**src/rtl/instr_item_encoder.sv**
```systemverilog
// ---------------------------------------------------------------------------
// instr_item_encoder
//
// Turns verification instruction items (code + rs1/rs2/rd + 32-bit immediate)
// into RV32I machine words. Each emitted word carries the byte address it
// occupies in the generated instruction image. It is the inverse of the core
// decoder and is used to build memory images and golden fetch streams.
//
// Ports:
//   clk, rst      single clock, synchronous active-high reset
//   restart       reload the address counter to BASE_ADDR and clear the
//                 counters; a word already in the output register is kept
//   in_valid/in_ready                      item handshake
//   in_instr, in_rs1, in_rs2, in_rd, in_imm item fields
//   out_valid/out_ready                    word handshake
//   out_word, out_addr, out_err            encoded word, byte address, and
//                                          the illegal-code flag
//   word_count, err_count                  saturating transfer counters
// ---------------------------------------------------------------------------
module instr_item_encoder #(
    parameter logic [31:0] BASE_ADDR = 32'h0000_0000,
    parameter logic [31:0] NOP_WORD  = 32'h0000_0013
) (
    input  logic        clk,
    input  logic        rst,
    input  logic        restart,
    input  logic        in_valid,
    output logic        in_ready,
    input  logic [5:0]  in_instr,
    input  logic [4:0]  in_rs1,
    input  logic [4:0]  in_rs2,
    input  logic [4:0]  in_rd,
    input  logic [31:0] in_imm,
    output logic        out_valid,
    input  logic        out_ready,
    output logic [31:0] out_word,
    output logic [31:0] out_addr,
    output logic        out_err,
    output logic [15:0] word_count,
    output logic [7:0]  err_count
);

    // Instruction codes, in the verification enum order
    localparam logic [5:0] C_ADDI  = 6'd0,  C_SLTI  = 6'd1,  C_SLTIU = 6'd2;
    localparam logic [5:0] C_ORI   = 6'd3,  C_XORI  = 6'd4,  C_ANDI  = 6'd5;
    localparam logic [5:0] C_SLLI  = 6'd6,  C_SRLI  = 6'd7,  C_SRAI  = 6'd8;
    localparam logic [5:0] C_JALR  = 6'd9,  C_LW    = 6'd10, C_LB    = 6'd11;
    localparam logic [5:0] C_LH    = 6'd12, C_LBU   = 6'd13, C_LHU   = 6'd14;
    localparam logic [5:0] C_ADD   = 6'd15, C_SUB   = 6'd16, C_SLL   = 6'd17;
    localparam logic [5:0] C_SLT   = 6'd18, C_SLTU  = 6'd19, C_XOR   = 6'd20;
    localparam logic [5:0] C_SRL   = 6'd21, C_SRA   = 6'd22, C_OR    = 6'd23;
    localparam logic [5:0] C_AND   = 6'd24, C_LUI   = 6'd25, C_AUIPC = 6'd26;
    localparam logic [5:0] C_JAL   = 6'd27, C_SW    = 6'd28, C_SB    = 6'd29;
    localparam logic [5:0] C_SH    = 6'd30, C_BEQ   = 6'd31, C_BNE   = 6'd32;
    localparam logic [5:0] C_BLT   = 6'd33, C_BLTU  = 6'd34, C_BGE   = 6'd35;
    localparam logic [5:0] C_BGEU  = 6'd36;

    localparam logic [6:0] OP_REG    = 7'b0110011;
    localparam logic [6:0] OP_IMM    = 7'b0010011;
    localparam logic [6:0] OP_LOAD   = 7'b0000011;
    localparam logic [6:0] OP_JALR   = 7'b1100111;
    localparam logic [6:0] OP_STORE  = 7'b0100011;
    localparam logic [6:0] OP_BRANCH = 7'b1100011;
    localparam logic [6:0] OP_LUI    = 7'b0110111;
    localparam logic [6:0] OP_AUIPC  = 7'b0010111;
    localparam logic [6:0] OP_JAL    = 7'b1101111;

    localparam logic [6:0] F7_ALT = 7'b0100000;
    localparam logic [6:0] F7_STD = 7'b0000000;

    // ------------------------------------------------------------------
    // Format builders. Each takes only the immediate bits its format
    // keeps, so truncation of out-of-field bits is explicit at the caller.
    // ------------------------------------------------------------------
    function automatic logic [31:0] r_type(input logic [6:0] f7, input logic [4:0] rs2,
                                           input logic [4:0] rs1, input logic [2:0] f3,
                                           input logic [4:0] rd);
        return {f7, rs2, rs1, f3, rd, OP_REG};
    endfunction

    function automatic logic [31:0] i_type(input logic [11:0] imm, input logic [4:0] rs1,
                                           input logic [2:0] f3, input logic [4:0] rd,
                                           input logic [6:0] op);
        return {imm, rs1, f3, rd, op};
    endfunction

    function automatic logic [31:0] sh_type(input logic [6:0] f7, input logic [4:0] shamt,
                                            input logic [4:0] rs1, input logic [2:0] f3,
                                            input logic [4:0] rd);
        return {f7, shamt, rs1, f3, rd, OP_IMM};
    endfunction

    function automatic logic [31:0] s_type(input logic [11:0] imm, input logic [4:0] rs2,
                                           input logic [4:0] rs1, input logic [2:0] f3);
        return {imm[11:5], rs2, rs1, f3, imm[4:0], OP_STORE};
    endfunction

    // imm12_1 holds byte-offset bits [12:1]; bit 0 is always dropped
    function automatic logic [31:0] b_type(input logic [12:1] imm, input logic [4:0] rs2,
                                           input logic [4:0] rs1, input logic [2:0] f3);
        return {imm[12], imm[10:5], rs2, rs1, f3, imm[4:1], imm[11], OP_BRANCH};
    endfunction

    function automatic logic [31:0] u_type(input logic [31:12] imm, input logic [4:0] rd,
                                           input logic [6:0] op);
        return {imm, rd, op};
    endfunction

    function automatic logic [31:0] j_type(input logic [20:1] imm, input logic [4:0] rd);
        return {imm[20], imm[10:1], imm[11], imm[19:12], rd, OP_JAL};
    endfunction

    // Returns {illegal, word}
    function automatic logic [32:0] encode_item(input logic [5:0]  code,
                                                input logic [4:0]  rs1,
                                                input logic [4:0]  rs2,
                                                input logic [4:0]  rd,
                                                input logic [31:0] imm);
        logic [31:0] w;
        logic        err;
        w   = NOP_WORD;
        err = 1'b0;
        case (code)
            C_ADDI:  w = i_type(imm[11:0], rs1, 3'b000, rd, OP_IMM);
            C_SLTI:  w = i_type(imm[11:0], rs1, 3'b010, rd, OP_IMM);
            C_SLTIU: w = i_type(imm[11:0], rs1, 3'b011, rd, OP_IMM);
            C_XORI:  w = i_type(imm[11:0], rs1, 3'b100, rd, OP_IMM);
            C_ORI:   w = i_type(imm[11:0], rs1, 3'b110, rd, OP_IMM);
            C_ANDI:  w = i_type(imm[11:0], rs1, 3'b111, rd, OP_IMM);
            C_SLLI:  w = sh_type(F7_STD, imm[4:0], rs1, 3'b001, rd);
            C_SRLI:  w = sh_type(F7_STD, imm[4:0], rs1, 3'b101, rd);
            C_SRAI:  w = sh_type(F7_ALT, imm[4:0], rs1, 3'b101, rd);
            C_JALR:  w = i_type(imm[11:0], rs1, 3'b000, rd, OP_JALR);
            C_LB:    w = i_type(imm[11:0], rs1, 3'b000, rd, OP_LOAD);
            C_LH:    w = i_type(imm[11:0], rs1, 3'b001, rd, OP_LOAD);
            C_LW:    w = i_type(imm[11:0], rs1, 3'b010, rd, OP_LOAD);
            C_LBU:   w = i_type(imm[11:0], rs1, 3'b100, rd, OP_LOAD);
            C_LHU:   w = i_type(imm[11:0], rs1, 3'b101, rd, OP_LOAD);
            C_ADD:   w = r_type(F7_STD, rs2, rs1, 3'b000, rd);
            C_SUB:   w = r_type(F7_ALT, rs2, rs1, 3'b000, rd);
            C_SLL:   w = r_type(F7_STD, rs2, rs1, 3'b001, rd);
            C_SLT:   w = r_type(F7_STD, rs2, rs1, 3'b010, rd);
            C_SLTU:  w = r_type(F7_STD, rs2, rs1, 3'b011, rd);
            C_XOR:   w = r_type(F7_STD, rs2, rs1, 3'b100, rd);
            C_SRL:   w = r_type(F7_STD, rs2, rs1, 3'b101, rd);
            C_SRA:   w = r_type(F7_ALT, rs2, rs1, 3'b101, rd);
            C_OR:    w = r_type(F7_STD, rs2, rs1, 3'b110, rd);
            C_AND:   w = r_type(F7_STD, rs2, rs1, 3'b111, rd);
            C_LUI:   w = u_type(imm[31:12], rd, OP_LUI);
            C_AUIPC: w = u_type(imm[31:12], rd, OP_AUIPC);
            C_JAL:   w = j_type(imm[20:1], rd);
            C_SB:    w = s_type(imm[11:0], rs2, rs1, 3'b000);
            C_SH:    w = s_type(imm[11:0], rs2, rs1, 3'b001);
            C_SW:    w = s_type(imm[11:0], rs2, rs1, 3'b010);
            C_BEQ:   w = b_type(imm[12:1], rs2, rs1, 3'b000);
            C_BNE:   w = b_type(imm[12:1], rs2, rs1, 3'b001);
            C_BLT:   w = b_type(imm[12:1], rs2, rs1, 3'b100);
            C_BGE:   w = b_type(imm[12:1], rs2, rs1, 3'b101);
            C_BLTU:  w = b_type(imm[12:1], rs2, rs1, 3'b110);
            C_BGEU:  w = b_type(imm[12:1], rs2, rs1, 3'b111);
            default: begin
                w   = NOP_WORD;
                err = 1'b1;
            end
        endcase
        return {err, w};
    endfunction

    // ------------------------------------------------------------------
    // Output register, address counter and transfer counters
    // ------------------------------------------------------------------
    logic        out_valid_q;
    logic [31:0] out_word_q;
    logic [31:0] out_addr_q;
    logic        out_err_q;
    logic [31:0] next_addr_q, next_addr_d;
    logic [15:0] word_count_q, word_count_d;
    logic [7:0]  err_count_q, err_count_d;

    logic        xfer;
    logic        accept;
    logic [32:0] enc;

    assign in_ready = !out_valid_q || out_ready;
    assign xfer     = out_valid_q && out_ready;
    assign accept   = in_valid && in_ready;
    assign enc      = encode_item(in_instr, in_rs1, in_rs2, in_rd, in_imm);

    // next_addr_d is the address a word loaded at this edge receives. When
    // the current word leaves on the same edge, the follower must take
    // (its address + 4), which the registered next_addr_q cannot yet show.
    always_comb begin
        next_addr_d  = next_addr_q;
        word_count_d = word_count_q;
        err_count_d  = err_count_q;
        if (restart) begin
            next_addr_d  = BASE_ADDR;
            word_count_d = '0;
            err_count_d  = '0;
        end else if (xfer) begin
            next_addr_d = out_addr_q + 32'd4;
            if (word_count_q != 16'hFFFF) word_count_d = word_count_q + 16'd1;
            if (out_err_q && (err_count_q != 8'hFF)) err_count_d = err_count_q + 8'd1;
        end
    end

    always_ff @(posedge clk) begin
        if (rst) begin
            out_valid_q  <= 1'b0;
            out_word_q   <= '0;
            out_addr_q   <= '0;
            out_err_q    <= 1'b0;
            next_addr_q  <= BASE_ADDR;
            word_count_q <= '0;
            err_count_q  <= '0;
        end else begin
            if (accept) begin
                out_valid_q <= 1'b1;
                out_word_q  <= enc[31:0];
                out_err_q   <= enc[32];
                out_addr_q  <= next_addr_d;
            end else if (xfer) begin
                out_valid_q <= 1'b0;
            end
            next_addr_q  <= next_addr_d;
            word_count_q <= word_count_d;
            err_count_q  <= err_count_d;
        end
    end

    assign out_valid  = out_valid_q;
    assign out_word   = out_word_q;
    assign out_addr   = out_addr_q;
    assign out_err    = out_err_q;
    assign word_count = word_count_q;
    assign err_count  = err_count_q;

endmodule

```
**config.mk**
```make
export PLATFORM = sky130hd
export DESIGN_NAME = instr_item_encoder
export DESIGN_NICKNAME = d
export VERILOG_FILES = /design/src/rtl/instr_item_encoder.sv
export SDC_FILE = /design/constraint.sdc
export NUM_CORES = 1
export LEC_CHECK = 0
export CAP_MARGIN = 20
export CORE_MARGIN = 1.5
export CORE_UTILIZATION = 40
export DETAILED_ROUTE_END_ITERATION = 16
export DONT_BUFFER_PORTS = 1
export GPL_TIMING_DRIVEN = 0
export PLACE_DENSITY = 0.64
export SYNTH_ARGS = -nofsm -noshare
export SYNTH_HDL_FRONTEND = slang
export SYNTH_SLANG_ARGS = --single-unit
```
**constraint.sdc**
```tcl
create_clock -name clk -period 2.26 [get_ports clk]
set_clock_uncertainty 0.05 [all_clocks]
set_input_delay 0.452 -clock clk [delete_from_list [all_inputs] [get_ports clk]]
set_output_delay 0.452 -clock clk [all_outputs]
set_load 0.01 [all_outputs]
```
* Word-level counts from Yosys, hierarchy flattened *
Index checks and enable logic that the tools add are counted.

storage, ports and cells
  logic and storage cells = 65
  output and inout port bits = 91
  input port bits = 58
  register bits after elaboration = 122

operators by class
  multiplexer cells = 6
  reduce and logical (&&, ||, !) cells = 11
  add/sub/neg operators = 3
  eq/ne operators = 38

operator list
  operator                                        count
  one-hot mux 32 bit (37 select lines)            1
  == test 6 x 5 -> 1 bit (second input constant)  16
  2-to-1 mux 32 bit                               2
  == test 6 x 4 -> 1 bit (second input constant)  8
  OR reduction 37 bit                             1
  adder 32 x 3 -> 32 bit (second input constant)  1
  == test 6 bit (second input constant)           5
  == test 6 x 3 -> 1 bit (second input constant)  4
  adder 16 x 1 -> 16 bit (second input constant)  1
  inequality test 16 bit (second input constant)  1
  == test 6 x 2 -> 1 bit (second input constant)  2
  adder 8 x 1 -> 8 bit (second input constant)    1
  inequality test 8 bit (second input constant)   1
  == test 6 x 1 -> 1 bit (second input constant)  1
  zero test 6 bit                                 1
  AND reduction 2 bit                             2
  logical AND 1 bit                               3
  2-to-1 mux 1 bit                                3
  nonzero test 2 bit                              1
  OR reduction 2 bit                              1
  zero test 1 bit                                 1
  logical OR 1 bit                                1

* Longest topological paths before layout *
  word-level depth = 4
  depth in mapped cells = 8
  gate-level depth less buffers = 6

* Least setup slack after synthesis *
OpenSTA, ideal clock, no wires.

  kind = register -> register
  from = register out_addr_q[2], in the netlist out_addr[2]
  to = register out_addr_q[22], in the netlist out_addr[22]
  setup slack = -0.008 ns
  cell stages (with the launch flop) = 8
  required time = 2.077 ns
  library setup time = 0.133 ns
  clock period less this slack = 2.268 ns
  data arrival time = 2.085 ns
  buffers on the path = 1
  cells stage by stage = dfxtp_1 > ha_1 > nand3_1 > or4_1 > clkbuf_1 > nor4_1 > o31a_1 > nor4_1

on the way
  word-level cells in the longest chain between the ends = 3

RTL lines
  what                      line  source
  start: declaration        174   logic [31:0] out_addr_q;
  start signal: assignment  221   out_addr_q <= next_addr_d;
  adder 32 x 3 -> 32 bit    201   next_addr_d = out_addr_q + 32'd4;
  2-to-1 mux 32 bit         200   end else if (xfer) begin
  2-to-1 mux 32 bit         196   if (restart) begin

Every way passes these cells.
A chain may end at the register's enable or synchronous reset.

* Worst setup path in the final report *
  from = register out_addr_q[4], in the netlist out_addr[4]
  to = register next_addr_q[23]

on the way
  word-level cells in the longest chain between the ends = 3

RTL lines
  what                    line  source
  adder 32 x 3 -> 32 bit  201
  2-to-1 mux 32 bit       200
  2-to-1 mux 32 bit       196
  end signal: assignment  225   next_addr_q <= next_addr_d;
  end: declaration        176   logic [31:0] next_addr_q, next_addr_d;

Every way passes these cells.

==> results.py <==
metrics = {
    "run_status": {
        "status": "finished, final reports clean",
    },
    "die": {
        "core-area_um2": 15100,
        "die_h_um": 127,
        "fp-row-count": 45,
        "io_pins": 149,
        "start_util": 0.408,
        "die_area_um2": 16100,
        "dieWidth_um": 127,
    },
    "clocking": {
        "clock_latency_ps": 420,
        "hold_buffers": 0,
        "htreeDepth": 4,
        "cts_buffer_depth": 2,
        "cts_buffers": 17,
        "path_clk_slew_ps": 50,
        "root_buffer": "clkbuf_16",
        "cts_tree": "built",
        "clock-sinks": 121,
    },
    "critical_path": {
        "crit_fanout": 8,
        "r2r-end": "next_addr_q[23]",
        "r2r_slack_ps": 100,
        "arrival_ps": 2430,
        "crit_cells": 5,
        "cpPeakStageDelay_ps": 530,
        "r2r_start": "out_addr[4]",
        "crit_family": "simple AND/OR/NAND/NOR gates",
        "path_cells": "nand4_4, nor4_4, nand2_2, or4_1, a311oi_1",
        "required_ps": 2530,
        "critical_path.startpoint": "out_addr[4]",
        "crit_path_top_delay_cell": "or4_1",
        "cp-endpoint": "next_addr_q[23]",
        "worst-setup-path-type": "flop to flop",
        "critPathCaptureType": "flop",
        "worstPathBufferInverterCount": 0,
        "start_kind": "flop",
        "rr_worst_depth": 5,
    },
    "route": {
        "routed_wl_mm": 19.9,
        "ant_nets": 0,
        "wire_per_inst_um": 20.2,
        "first_pass_iters": 6,
        "vias": 6130,
        "drc": 0,
        "drt_iter0_markers": 571,
        "avgViaCountPerCell": 6.20,
    },
    "sta": {
        "fmax_mhz": 463,
        "finalSetupTns_ps": 0,
        "setup_viol": 0,
        "finalHoldViolations": 0,
        "rsz0062_at_grt": "no",
        "slew-limit-headroom": 0.460,
        "slew_viol_final": 0,
        "fin_crit_ps": 2160,
        "worst_pin_slew_ps": 802,
        "whs_ps": 107,
        "min_period_over_period": 0.956,
        "layout_setup_ws_ps": 98.9,
    },
    "yosys": {
        "synth_area_per_cell_um2": 8.03,
        "syn_nets": 828,
        "ys_warn_count": 0,
        "ys_seq_elements": 121,
        "yosysSeqAreaShare": 0.393,
        "syn_area_um2": 6160,
        "synth_top_flop_cell": "dfxtp_1",
        "async_reset_ff_frac": 0,
        "yosysUniqueCellTypes": 72,
        "synth_edf_count": 0,
        "syn_inst": 767,
    },
    "power_and_ir_drop": {
        "finalPower_mw": 5.30,
        "p_per_area_nw_per_um2": 740,
        "ir_drop_mv": 0.515,
        "leakagePower_nw": 2.46,
    },
    "run": {
        "cap_violations": 0,
    },
    "placed_design": {
        "place_congestion": 0.966,
        "port_buffers": 0,
        "place_ws_ps": -464,
        "hpwl_mm": 13.9,
    },
    "layout": {
        "final_nets": 851,
        "n_antenna_cell": 0,
        "final_cell_mix": "dfxtp_1, nor2_1, nand2_1",
        "final_common_cell": "dfxtp_1",
        "drive_above_1_share": 0.114,
        "area_growth_pct": 16.4,
    },
    "min_path": {
        "hp-class": "input pin to flop",
        "hold_path.startpoint": "in_rd[1]",
    },
    "global_route": {
        "grt_pass1_vias": 5793,
        "grtUsageTotal": 0.248,
        "grt_max_degree": 17,
        "grt_pass1_wl_mm": 31.2,
        "antenna_found_initial": 0,
        "grt_overflow": 0,
    },
}
metal layers:
layer	wire [um]	global-route usage
met1	8110	0.307
met2	9320	0.394
met3	1950	0.0850
met4	544	0.108
met5	0	0
sequential cells by signal (all words and copies together), names as in the netlist:
signal and flops:
err_count 8, next_addr_q 32, out_addr 32, out_err 1, out_valid 1, out_word 31, word_count 16
cell families after synthesis:
| kind of cell | after synthesis | synth area share |
|---|---|---|
| AO/OA/AOI/OAI | 224 | 0.237 |
| XOR/XNOR | 42 | 0.0598 |
| adder cells (fa/ha/maj) | 3 | 0.00610 |
| buffers and inverters | 68 | 0.0433 |
| flip-flops | 121 | 0.393 |
| multiplexers | 5 | 0.00813 |
| AND/OR/NAND/NOR | 304 | 0.253 |
power breakdown:
part           switching, mW  internal (mW)
combinational          0.279          0.123
sequential            0.0670           2.19
clock                  0.897           1.75
timing repair:
action | in CTS | in global routing
endpoints found under the setup margin | 75 | 69
gates resized for setup | 29 | 34
pin swaps | 3 | 2
buffers inserted | 3 | 4
synth_stat cells, types with 12 or more instances:
| library cell | n | area share |
|---|---|---|
| clkbuf_1 | 44 | 0.027 |
| nor4_1 | 14 | 0.014 |
| a21oi_1 | 57 | 0.046 |
| xor2_1 | 24 | 0.034 |
| xnor2_1 | 18 | 0.026 |
| inv_1 | 15 | 0.0091 |
| nand3_1 | 44 | 0.036 |
| nand4_1 | 12 | 0.012 |
| nor2_1 | 75 | 0.046 |
| nor3_1 | 24 | 0.020 |
| a211oi_1 | 15 | 0.018 |
| dfxtp_1 | 121 | 0.39 |
| o21ai_0 | 63 | 0.051 |
| nand2_1 | 70 | 0.043 |
final cells by class:
cell class	count	area (um^2)
Clock buffer	27	513
Buffer	50	220
Timing Repair Buffer	7	52.6
Sequential cell	121	2440
Clock inverter	2	60.1
Multi-Input combinational cell	578	3590
Inverter	15	56.3
Fill cell	1511	7920
Tap cell	188	235
worst min-delay path by stage:
stage                     cells past startpoint           end  slack, ps
after floorplan                               2  out_addr[17]        370
after global placement                        2  out_addr[27]        390
after detailed placement                      2  out_addr[25]        380
after CTS                                     2   out_word[8]         90
after global routing                          2  out_word[18]         90
final                                         2   out_word[8]        110
through the flow:
stage / instance area (um^2) / utilization / instances
CTS: 7080 / 0.469 / 986
floorplan: 6160 / - / 767
global route: 7170 / 0.475 / 988
global placement: 6390 / 0.424 / 955
detailed placement: 6390 / 0.424 / 955
finish: 7170 / 0.475 / 988
Power figures use the tool's default switching activity.
